===== src/rtl/regfile_wb_arbiter_pkg.sv =====
// Shared types and constants for the register-file write-back arbiter.
package regfile_wb_arbiter_pkg;

    typedef enum logic {
        INIT = 1'b0,
        RUN  = 1'b1
    } state_t;

    localparam int ADDR_W_DEF = 5;
    localparam int DATA_W_DEF = 32;
    localparam int NUM_REGS   = 32;

endpackage


===== src/rtl/rr_arbiter.sv =====
// Combinational round-robin grant: first valid requester at or after ptr.
module rr_arbiter #(
    parameter int NUM_REQ = 3,
    parameter int PW      = 2
) (
    input  logic [NUM_REQ-1:0] i_valid,
    input  logic [PW-1:0]      i_ptr,
    output logic [NUM_REQ-1:0] o_grant
);

    logic w_found;

    // Scan priority slots k = 0..N-1; slot k maps to requester (ptr+k) mod N.
    always_comb begin
        o_grant = '0;
        w_found = 1'b0;
        for (int k = 0; k < NUM_REQ; k++) begin
            for (int j = 0; j < NUM_REQ; j++) begin
                if (!w_found && i_valid[j] &&
                    (PW'((int'(i_ptr) + k) % NUM_REQ) == PW'(j))) begin
                    o_grant[j] = 1'b1;
                    w_found    = 1'b1;
                end
            end
        end
    end

endmodule


===== src/rtl/regfile_wb_arbiter.sv =====
// Write-back port arbiter: clears x1..x31 after reset, then grants
// requesters round-robin into a single registered write port.
module regfile_wb_arbiter
    import regfile_wb_arbiter_pkg::*;
#(
    parameter int NUM_REQ = 3,
    parameter int ADDR_W  = ADDR_W_DEF,
    parameter int DATA_W  = DATA_W_DEF
) (
    input  logic                      clk,
    input  logic                      rst_n,
    input  logic                      clr_req,
    input  logic [NUM_REQ-1:0]        req_valid,
    input  logic [NUM_REQ*ADDR_W-1:0] req_addr,
    input  logic [NUM_REQ*DATA_W-1:0] req_data,
    output logic [NUM_REQ-1:0]        req_ready,
    output logic                      RegWrite,
    output logic [ADDR_W-1:0]         Write_register,
    output logic [DATA_W-1:0]         Write_data,
    output logic                      init_done
);

    localparam int PW = (NUM_REQ > 1) ? $clog2(NUM_REQ) : 1;
    localparam logic [ADDR_W-1:0] FIRST = ADDR_W'(1);
    localparam logic [ADDR_W-1:0] LAST  = ADDR_W'(NUM_REGS - 1);

    state_t              r_state, w_state_nxt;
    logic [ADDR_W-1:0]   r_cnt, w_cnt_nxt;
    logic [PW-1:0]       r_ptr, w_ptr_nxt;
    logic                r_we, w_we_nxt;
    logic [ADDR_W-1:0]   r_waddr, w_waddr_nxt;
    logic [DATA_W-1:0]   r_wdata, w_wdata_nxt;

    logic                w_arb_en;
    logic [NUM_REQ-1:0]  w_valid;
    logic [NUM_REQ-1:0]  w_grant;
    logic [ADDR_W-1:0]   w_gaddr;
    logic [DATA_W-1:0]   w_gdata;
    logic [PW-1:0]       w_gptr;

    assign w_arb_en = (r_state == RUN) && !clr_req;
    assign w_valid  = req_valid & {NUM_REQ{w_arb_en}};

    rr_arbiter #(
        .NUM_REQ (NUM_REQ),
        .PW      (PW)
    ) u_arb (
        .i_valid (w_valid),
        .i_ptr   (r_ptr),
        .o_grant (w_grant)
    );

    always_comb begin
        w_gaddr = '0;
        w_gdata = '0;
        w_gptr  = r_ptr;
        for (int i = 0; i < NUM_REQ; i++) begin
            if (w_grant[i]) begin
                w_gaddr = req_addr[i*ADDR_W +: ADDR_W];
                w_gdata = req_data[i*DATA_W +: DATA_W];
                w_gptr  = (i == NUM_REQ - 1) ? '0 : PW'(i + 1);
            end
        end
    end

    always_comb begin
        w_state_nxt = r_state;
        w_cnt_nxt   = r_cnt;
        w_ptr_nxt   = r_ptr;
        w_we_nxt    = 1'b0;
        w_waddr_nxt = r_waddr;
        w_wdata_nxt = r_wdata;
        unique case (r_state)
            INIT: begin
                if (clr_req) begin
                    w_cnt_nxt = FIRST;
                end else begin
                    w_we_nxt    = 1'b1;
                    w_waddr_nxt = r_cnt;
                    w_wdata_nxt = '0;
                    if (r_cnt == LAST) begin
                        w_state_nxt = RUN;
                        w_cnt_nxt   = FIRST;
                    end else begin
                        w_cnt_nxt = r_cnt + FIRST;
                    end
                end
            end
            RUN: begin
                if (clr_req) begin
                    w_state_nxt = INIT;
                    w_cnt_nxt   = FIRST;
                end else if (|w_grant) begin
                    w_ptr_nxt = w_gptr;
                    // x0 requests are consumed but never reach the file
                    if (w_gaddr != '0) begin
                        w_we_nxt    = 1'b1;
                        w_waddr_nxt = w_gaddr;
                        w_wdata_nxt = w_gdata;
                    end
                end
            end
            default: w_state_nxt = INIT;
        endcase
    end

    always_ff @(posedge clk or negedge rst_n) begin
        if (!rst_n) begin
            r_state <= INIT;
            r_cnt   <= FIRST;
            r_ptr   <= '0;
            r_we    <= 1'b0;
            r_waddr <= '0;
            r_wdata <= '0;
        end else begin
            r_state <= w_state_nxt;
            r_cnt   <= w_cnt_nxt;
            r_ptr   <= w_ptr_nxt;
            r_we    <= w_we_nxt;
            r_waddr <= w_waddr_nxt;
            r_wdata <= w_wdata_nxt;
        end
    end

    assign req_ready      = w_grant;
    assign RegWrite       = r_we;
    assign Write_register = r_waddr;
    assign Write_data     = r_wdata;
    assign init_done      = (r_state == RUN);

endmodule

===== config.mk =====
export PLATFORM = sky130hd
export DESIGN_NAME = regfile_wb_arbiter
export DESIGN_NICKNAME = d
export VERILOG_FILES = /design/src/rtl/regfile_wb_arbiter_pkg.sv /design/src/rtl/rr_arbiter.sv /design/src/rtl/regfile_wb_arbiter.sv
export SDC_FILE = /design/constraint.sdc
export NUM_CORES = 1
export LEC_CHECK = 0
export BUFFER_PORTS_ARGS = -buffer_cell sky130_fd_sc_hd__buf_4
export CAP_MARGIN = 20
export CORE_MARGIN = 2
export CORE_UTILIZATION = 45
export DETAILED_ROUTE_END_ITERATION = 8
export PLACE_DENSITY_LB_ADDON = 0.3
export SYNTH_ARGS = -nofsm -noshare
export SYNTH_HDL_FRONTEND = slang
export SYNTH_HIERARCHICAL = 1
export SYNTH_SLANG_ARGS = --single-unit

===== constraint.sdc =====
create_clock -name clk -period 7.5 [get_ports clk]
set_clock_uncertainty 0.2 [all_clocks]
set_input_delay 0.375 -clock clk [delete_from_list [all_inputs] [get_ports clk]]
set_output_delay 0.375 -clock clk [all_outputs]
set_load 0.02 [all_outputs]

After elaboration in Yosys (flattened, before gate mapping)
Cells that the tools add are included.
{ "totals": {"wordCells": 109, "out_inout_bits": 42, "in_bits": 117, "reg_bits": 46} }
{ "classes": {"n_div": 3, "muxes": 47, "n_reduce_logical": 35, "n_addsub": 3, "bitwise_logic": 3, "eq_ne": 12} }
{ "op_table": {"columns": ["operator", "n"], "rows": [
  ["2-to-1 mux 32 bit", 7],
  ["modulo 32 x 3 -> 32 bit (second input constant)", 2],
  ["one-hot mux 32 bit (2 select lines)", 1],
  ["2-to-1 mux 5 bit", 10],
  ["modulo 3 x 3 -> 32 bit (second input constant)", 1],
  ["2-to-1 mux 1 bit", 22],
  ["one-hot mux 5 bit (2 select lines)", 2],
  ["logical AND 1 bit", 18],
  ["== test 2 bit (second input constant)", 6],
  ["logical NOT 1 bit", 9],
  ["AND reduction 4 bit", 2],
  ["logical NOT 2 bit", 3],
  ["2-to-1 mux 2 bit", 3],
  ["!= test 2 bit (second input constant)", 3],
  ["adder 5 x 1 -> 5 bit (second input constant)", 1],
  ["== test 5 bit (second input constant)", 1],
  ["nonzero test 5 bit", 1],
  ["!= test 2 x 1 -> 1 bit (second input constant)", 2],
  ["one-hot mux 1 bit (2 select lines)", 2],
  ["adder 2 x 1 -> 3 bit (second input constant)", 1],
  ["adder 2 x 2 -> 3 bit (second input constant)", 1],
  ["bitwise AND 3 bit", 1],
  ["nonzero test 3 bit", 1],
  ["OR reduction 3 bit", 1],
  ["inverter 1 bit", 2]
]} }

Longest topological paths before layout
{ "logic_depth": {"word_depth": 43, "ltp_mapped": 14, "ltp_nobuf": 10} }

Hierarchy
Netlist, hierarchy kept.
{ "modules_own_cells": {"columns": ["module", "cells_per_inst", "area_each_um2", "seq_area_each_um2", "instances"], "rows": [
  ["regfile_wb_arbiter", 271, 2557.5, 1152.4, 1],
  ["rr_arbiter", 15, 120.1, 0.0, 1]
]} }

Least setup slack after synthesis
No wires, ideal clock.
{ "synth_path": {"path_type": "register to register", "startpoint": "register r_state (netlist: init_done)", "endpoint": "register r_wdata[30] (netlist: Write_data[30])", "path_slack_ns": 4.254, "synth_period_minus_slack_ns": 3.246, "path_stages_with_launch": 15, "arrival_time_ns": 2.925, "path_cell_list": "dfrtp_1 > inv_1 > nor2_1 > and2_1 > nand2b_1 > o32ai_2 > buf_2 > buf_2 > a21oi_1 > a21oi_1 > nor4_2 > a31o_1 > buf_6 > buf_6 > a22o_1"} }
{ "synth_between": {"word_cells_on_any_way": 61, "cone_classes": "eq/ne (4); mux (26); bitwise (2); reduce/logical (29)"} }
{ "synth_lines": {"columns": ["item", "line", "source"], "rows": [
  ["start, declared", "regfile_wb_arbiter.sv:27", "state_t r_state, w_state_nxt;"],
  ["start signal, assigned", "regfile_wb_arbiter.sv:116", "r_state <= w_state_nxt;"],
  ["logical AND 1 bit *", "regfile_wb_arbiter.sv:41", "assign w_arb_en = (r_state == RUN) && !clr_req;"],
  ["bitwise AND 3 bit *", "regfile_wb_arbiter.sv:42", "assign w_valid = req_valid & {NUM_REQ{w_arb_en}};"],
  ["named net w_valid[1]", "regfile_wb_arbiter.sv:35", "logic [NUM_REQ-1:0] w_valid;"],
  ["logical AND 1 bit (2 in series)", "rr_arbiter.sv:19", "if (!w_found && i_valid[j] &&"],
  ["2-to-1 mux 1 bit", "rr_arbiter.sv:19", null],
  ["logical NOT 1 bit", "rr_arbiter.sv:19", null],
  ["logical AND 1 bit (2 in series)", "rr_arbiter.sv:19", null],
  ["2-to-1 mux 1 bit", "rr_arbiter.sv:19", null],
  ["[17 not listed]", null, null],
  ["logical AND 1 bit (2 in series)", "rr_arbiter.sv:19", null],
  ["2-to-1 mux 1 bit *", "rr_arbiter.sv:19", null],
  ["named net req_ready[1]", "regfile_wb_arbiter.sv:16", "output logic [NUM_REQ-1:0] req_ready,"],
  ["2-to-1 mux 32 bit (2 in series)", "regfile_wb_arbiter.sv:58", "if (w_grant[i]) begin"],
  ["2-to-1 mux 32 bit", "regfile_wb_arbiter.sv:96", "if (w_gaddr != '0) begin"],
  ["2-to-1 mux 32 bit", "regfile_wb_arbiter.sv:93", "end else if (|w_grant) begin"],
  ["2-to-1 mux 32 bit", "regfile_wb_arbiter.sv:90", "if (clr_req) begin"],
  ["one-hot mux 32 bit (2 select lines)", "regfile_wb_arbiter.sv:73", "unique case (r_state)"],
  ["end signal, assigned", "regfile_wb_arbiter.sv:121", "r_wdata <= w_wdata_nxt;"],
  ["end, declared", "regfile_wb_arbiter.sv:32", "logic [DATA_W-1:0] r_wdata, w_wdata_nxt;"]
]} }
The timed path passes the listed nets; every way through them passes the cells marked *. The select of a mux whose other input is x is not followed.
A chain may end at the register's enable or synchronous reset.

Final worst setup path
{ "layout_path": {"startpoint": "register r_state (netlist: init_done)", "endpoint": "register r_wdata[5] (netlist: Write_data[5])"} }
{ "layout_between": {"word_cells_on_any_way": 61, "cone_classes": "eq/ne (4); mux (26); bitwise (2); reduce/logical (29)"} }
{ "layout_lines": {"columns": ["item", "line"], "rows": [
  ["logical AND 1 bit *", "regfile_wb_arbiter.sv:41"],
  ["bitwise AND 3 bit *", "regfile_wb_arbiter.sv:42"],
  ["named net w_valid[1]", "regfile_wb_arbiter.sv:35"],
  ["logical AND 1 bit (2 in series)", "rr_arbiter.sv:19"],
  ["2-to-1 mux 1 bit", "rr_arbiter.sv:19"],
  ["logical NOT 1 bit", "rr_arbiter.sv:19"],
  ["logical AND 1 bit (2 in series)", "rr_arbiter.sv:19"],
  ["2-to-1 mux 1 bit", "rr_arbiter.sv:19"],
  ["[20 not listed]", null],
  ["logical NOT 1 bit", "rr_arbiter.sv:19"],
  ["logical AND 1 bit (2 in series)", "rr_arbiter.sv:19"],
  ["2-to-1 mux 1 bit", "rr_arbiter.sv:19"],
  ["2-to-1 mux 32 bit", "regfile_wb_arbiter.sv:58"],
  ["2-to-1 mux 32 bit", "regfile_wb_arbiter.sv:96"],
  ["2-to-1 mux 32 bit", "regfile_wb_arbiter.sv:93"],
  ["2-to-1 mux 32 bit", "regfile_wb_arbiter.sv:90"],
  ["one-hot mux 32 bit (2 select lines)", "regfile_wb_arbiter.sv:73"]
]} }
Marked as above.

==> results.md <==
* Hold Path Depth at 2
* Adder and majority gate portion of the synthesized area at 0.01869
* Period utilization at 0.5596
* Worst vdd ir at 0.09680 mV
* Hold WC Path Type: input pin to flop
* Maxcap violations at 0
* XOR/XNOR Fraction of Synth Area at 0
* Compound-gate portion of the synthesized area at 0.3411
* Routed wire per std cell at 15.38 µm
* Crit start category: flop
* Syn Inst Count at 286
* Yosys top cell area share at 0.4206
* PwrDens at 127.5 nW/µm²
* CP arrival at 4.22 ns
* DRT Pass-1 Iters at 4
* Post-CTS sizing at 0
* DP Cell Count at 498
* First-pass GRT wire length at 12.59 mm
* Via count at 2,771
* Total power at 0.5097 mW
* DP HPWL at 5.957 mm
* Max Buffers Root-to-Sink at 2
* WP data required at 7.52 ns
* Clk pwr share at 0.345
* Iter 0 DRT Violations at 173
* Internal at 0.3987 mW
* Final max-slew violation count at 0
* Critical path class: flop to flop
* Layout area overhead at 49.25%
* Setup_tns at 0 ns
* Root buffer cell: clkbuf_8
* Setup slack after layout at 3.303 ns
* Ys Warns at 6
* Core area at 5851 µm²
* Initial antenna violation count at 0
* Die Width at 81.14 µm
* FF+latch count, synth at 46
* Synth Cell Area at 2678 µm²
* Number of buffers created by CTS at 5
* Fillers at 493
* Final min period at 4.197 ns
* Comb pwr share at 0.149
* Slew margin rel. at 0.5462
* Number of port buffers at 158
* Diode count at 0
* Post-synth EDFFs at 0
* Multi-input logic area at 1393 µm²
* Clock sinks at 46
* Crit end category: flop
* Simple-Gate Fraction of Synth Area at 0.1271
* H-tree depth at 2
* RSZ-0062 raised after global routing: false
* Main synth FF type: dfrtp_1
* Number of placement rows at 28
* Final setup fails at 0
* GP Congestion at 0.8441
* Hold path startpoint: clr_req
* Global route overflow at 0
* Mux share of post-synthesis cell area at 0.02617
* Synthesized area per cell at 9.362 µm²
* Final Hold Viols at 0
* Net Sw Frac at 0.2177
* Fmax at 238.3 MHz
* Cell with the most instances after synthesis: dfrtp_1
* Starting Density at 0.4577
* R2R setup slack at 3.30 ns
* Status: finished, final reports clean
* Die Y at 81.14 µm
* Post-synthesis async set-or-reset flop share at 1.000
* Commonest cells post-synth: 45 x dfrtp_1, 37 x o21ai_0, 36 x nand2_1, 33 x a22oi_1, 32 x a22o_1
* DP Worst Slack at 3.342 ns
* Hold Crit Endpoint: r_cnt[2]
* Clk slew on worst S/H paths at 0.08 ns
* Worst Tran Pin Value at 0.6807 ns
* Nets at 552
* Net Count, Synth at 407
* Unique masters post-synth at 34
* Total Die Area at 6583 µm²
* Antenna violation net count after detailed routing at 0
* Cts hold-fix bufs at 1
* Top cells by area, synth: dfrtp_1 42%, a22o_1 10%, a22oi_1 9.3%
* Post-CTS setup buffers at 0
* RR Startpoint: init_done
* DRC at 0
* Leak at 1.895 nW
* Synth area leader: dfrtp_1
* P_sw at 0.1109 mW
* Register area at 1152 µm²
* Crit path max fanout at 71
* Finished Layout Cells at 507
* Worst r2r path cells at 12
* CTS tree: done
* DRT Wirelength at 7.800 mm
* Clk_lat worst skew at 0.29 ns
* Vias/cell at 5.465
* Combinational family with the most area after synthesis: compound AO/OA/AOI/OAI gates
* Sequential share of the synthesized area at 0.4304
* Reg-to-reg endpoint: Write_data[5]
* Sequential power share at 0.506
* Largest net degree at the start of global routing at 72
* Number of I/O pins at 159
* Share of cells above drive strength 1 at 0.4190
* Total Routing Usage GR at 0.2474
* Hold slack at 0.1664 ns
* Vias in the first global route at 2,815
==> state kept, by name (all words and copies together), names as in the netlist <==
signal,count
Write_data,32
Write_register,5
r_cnt,5
r_ptr,2
RegWrite,1
init_done,1
==> critical path, cell delays in order, from the launching register on <==
cell      delay (ns)
dfrtp_1         0.69
inv_1           0.12
nor2_1          0.32
and2_1          0.21
o21ba_1         0.16
o2111a_2        0.29
buf_4           0.32
a21oi_1         0.19
a21oi_1         0.11
nor4_2          0.30
a31o_1          0.66
buf_4           0.36
a22o_1          0.19
==> cell usage in the layout, fill, tap and decap left out, drive strengths merged, types with 7 or more instances in the layout <==
master / count
mux2i: 7
nand2: 36
a22oi: 33
a21oi: 14
o21ai: 37
a22o: 32
nor2: 8
buf: 163
dfrtp: 45
==> worst max path at each step <==
stage / depth (start not counted) / slack [ns] / start / to
finish: 12 / 3.30 / init_done / Write_data[5]
global route: 12 / 2.89 / init_done / Write_data[4]
floorplan: 14 / 4.25 / init_done / Write_data[30]
CTS: 12 / 3.31 / init_done / Write_data[5]
detailed placement: 12 / 3.34 / init_done / Write_data[4]
global placement: 12 / 3.52 / init_done / Write_data[31]
==> cell families (layout without fill, tap and decap cells) <==
logic type / count (synthesis) / in the layout
flip-flops: 46 / 46
multiplexers: 7 / 7
AND/OR/NAND/NOR: 70 / 70
AO/OA/AOI/OAI: 129 / 129
buffers and inverters: 30 / 176
adder cells (fa/ha/maj): 4 / 4
==> power by group through the flow <==
stage | Combinational, mW | Clock [mW] | Sequential (mW)
floorplan | 0.0154 | 0 | 0.265
global placement | 0.0743 | 0 | 0.262
detailed placement | 0.0760 | 0 | 0.263
CTS | 0.0765 | 0.181 | 0.258
global route | 0.0824 | 0.191 | 0.259
finish | 0.0758 | 0.176 | 0.258
==> metrics by stage <==
stage | area, µm² | util
after floorplan | 2678 | -
after global placement | 3877 | 0.6627
after detailed placement | 3877 | 0.6627
after CTS | 3996 | 0.6831
after global routing | 3996 | 0.6831
final | 3996 | 0.6831
==> area by class of cell <==
cell class / instances / share of cell area
multi-input combinational: 210 / 0.3485
timing repair buffer: 164 / 0.3087
inverter: 4 / 0.003757
sequential: 46 / 0.2884
clock buffer: 5 / 0.01722
tap: 75 / 0.02348
clock inverter: 3 / 0.01002
==> routing by layer <==
metal / share of wire / wire, µm / global-route usage / vias up
met5: 0 / 0 / 0 / -
met2: 0.51 / 3988 / 0.4331 / 133
met3: 0.083 / 649 / 0.07444 / 10
met1: 0.39 / 3043 / 0.2827 / 1273
met4: 0.015 / 119 / 0.09661 / 0
li1: - / - / - / 1355
(Power assumes the default switching activity.)
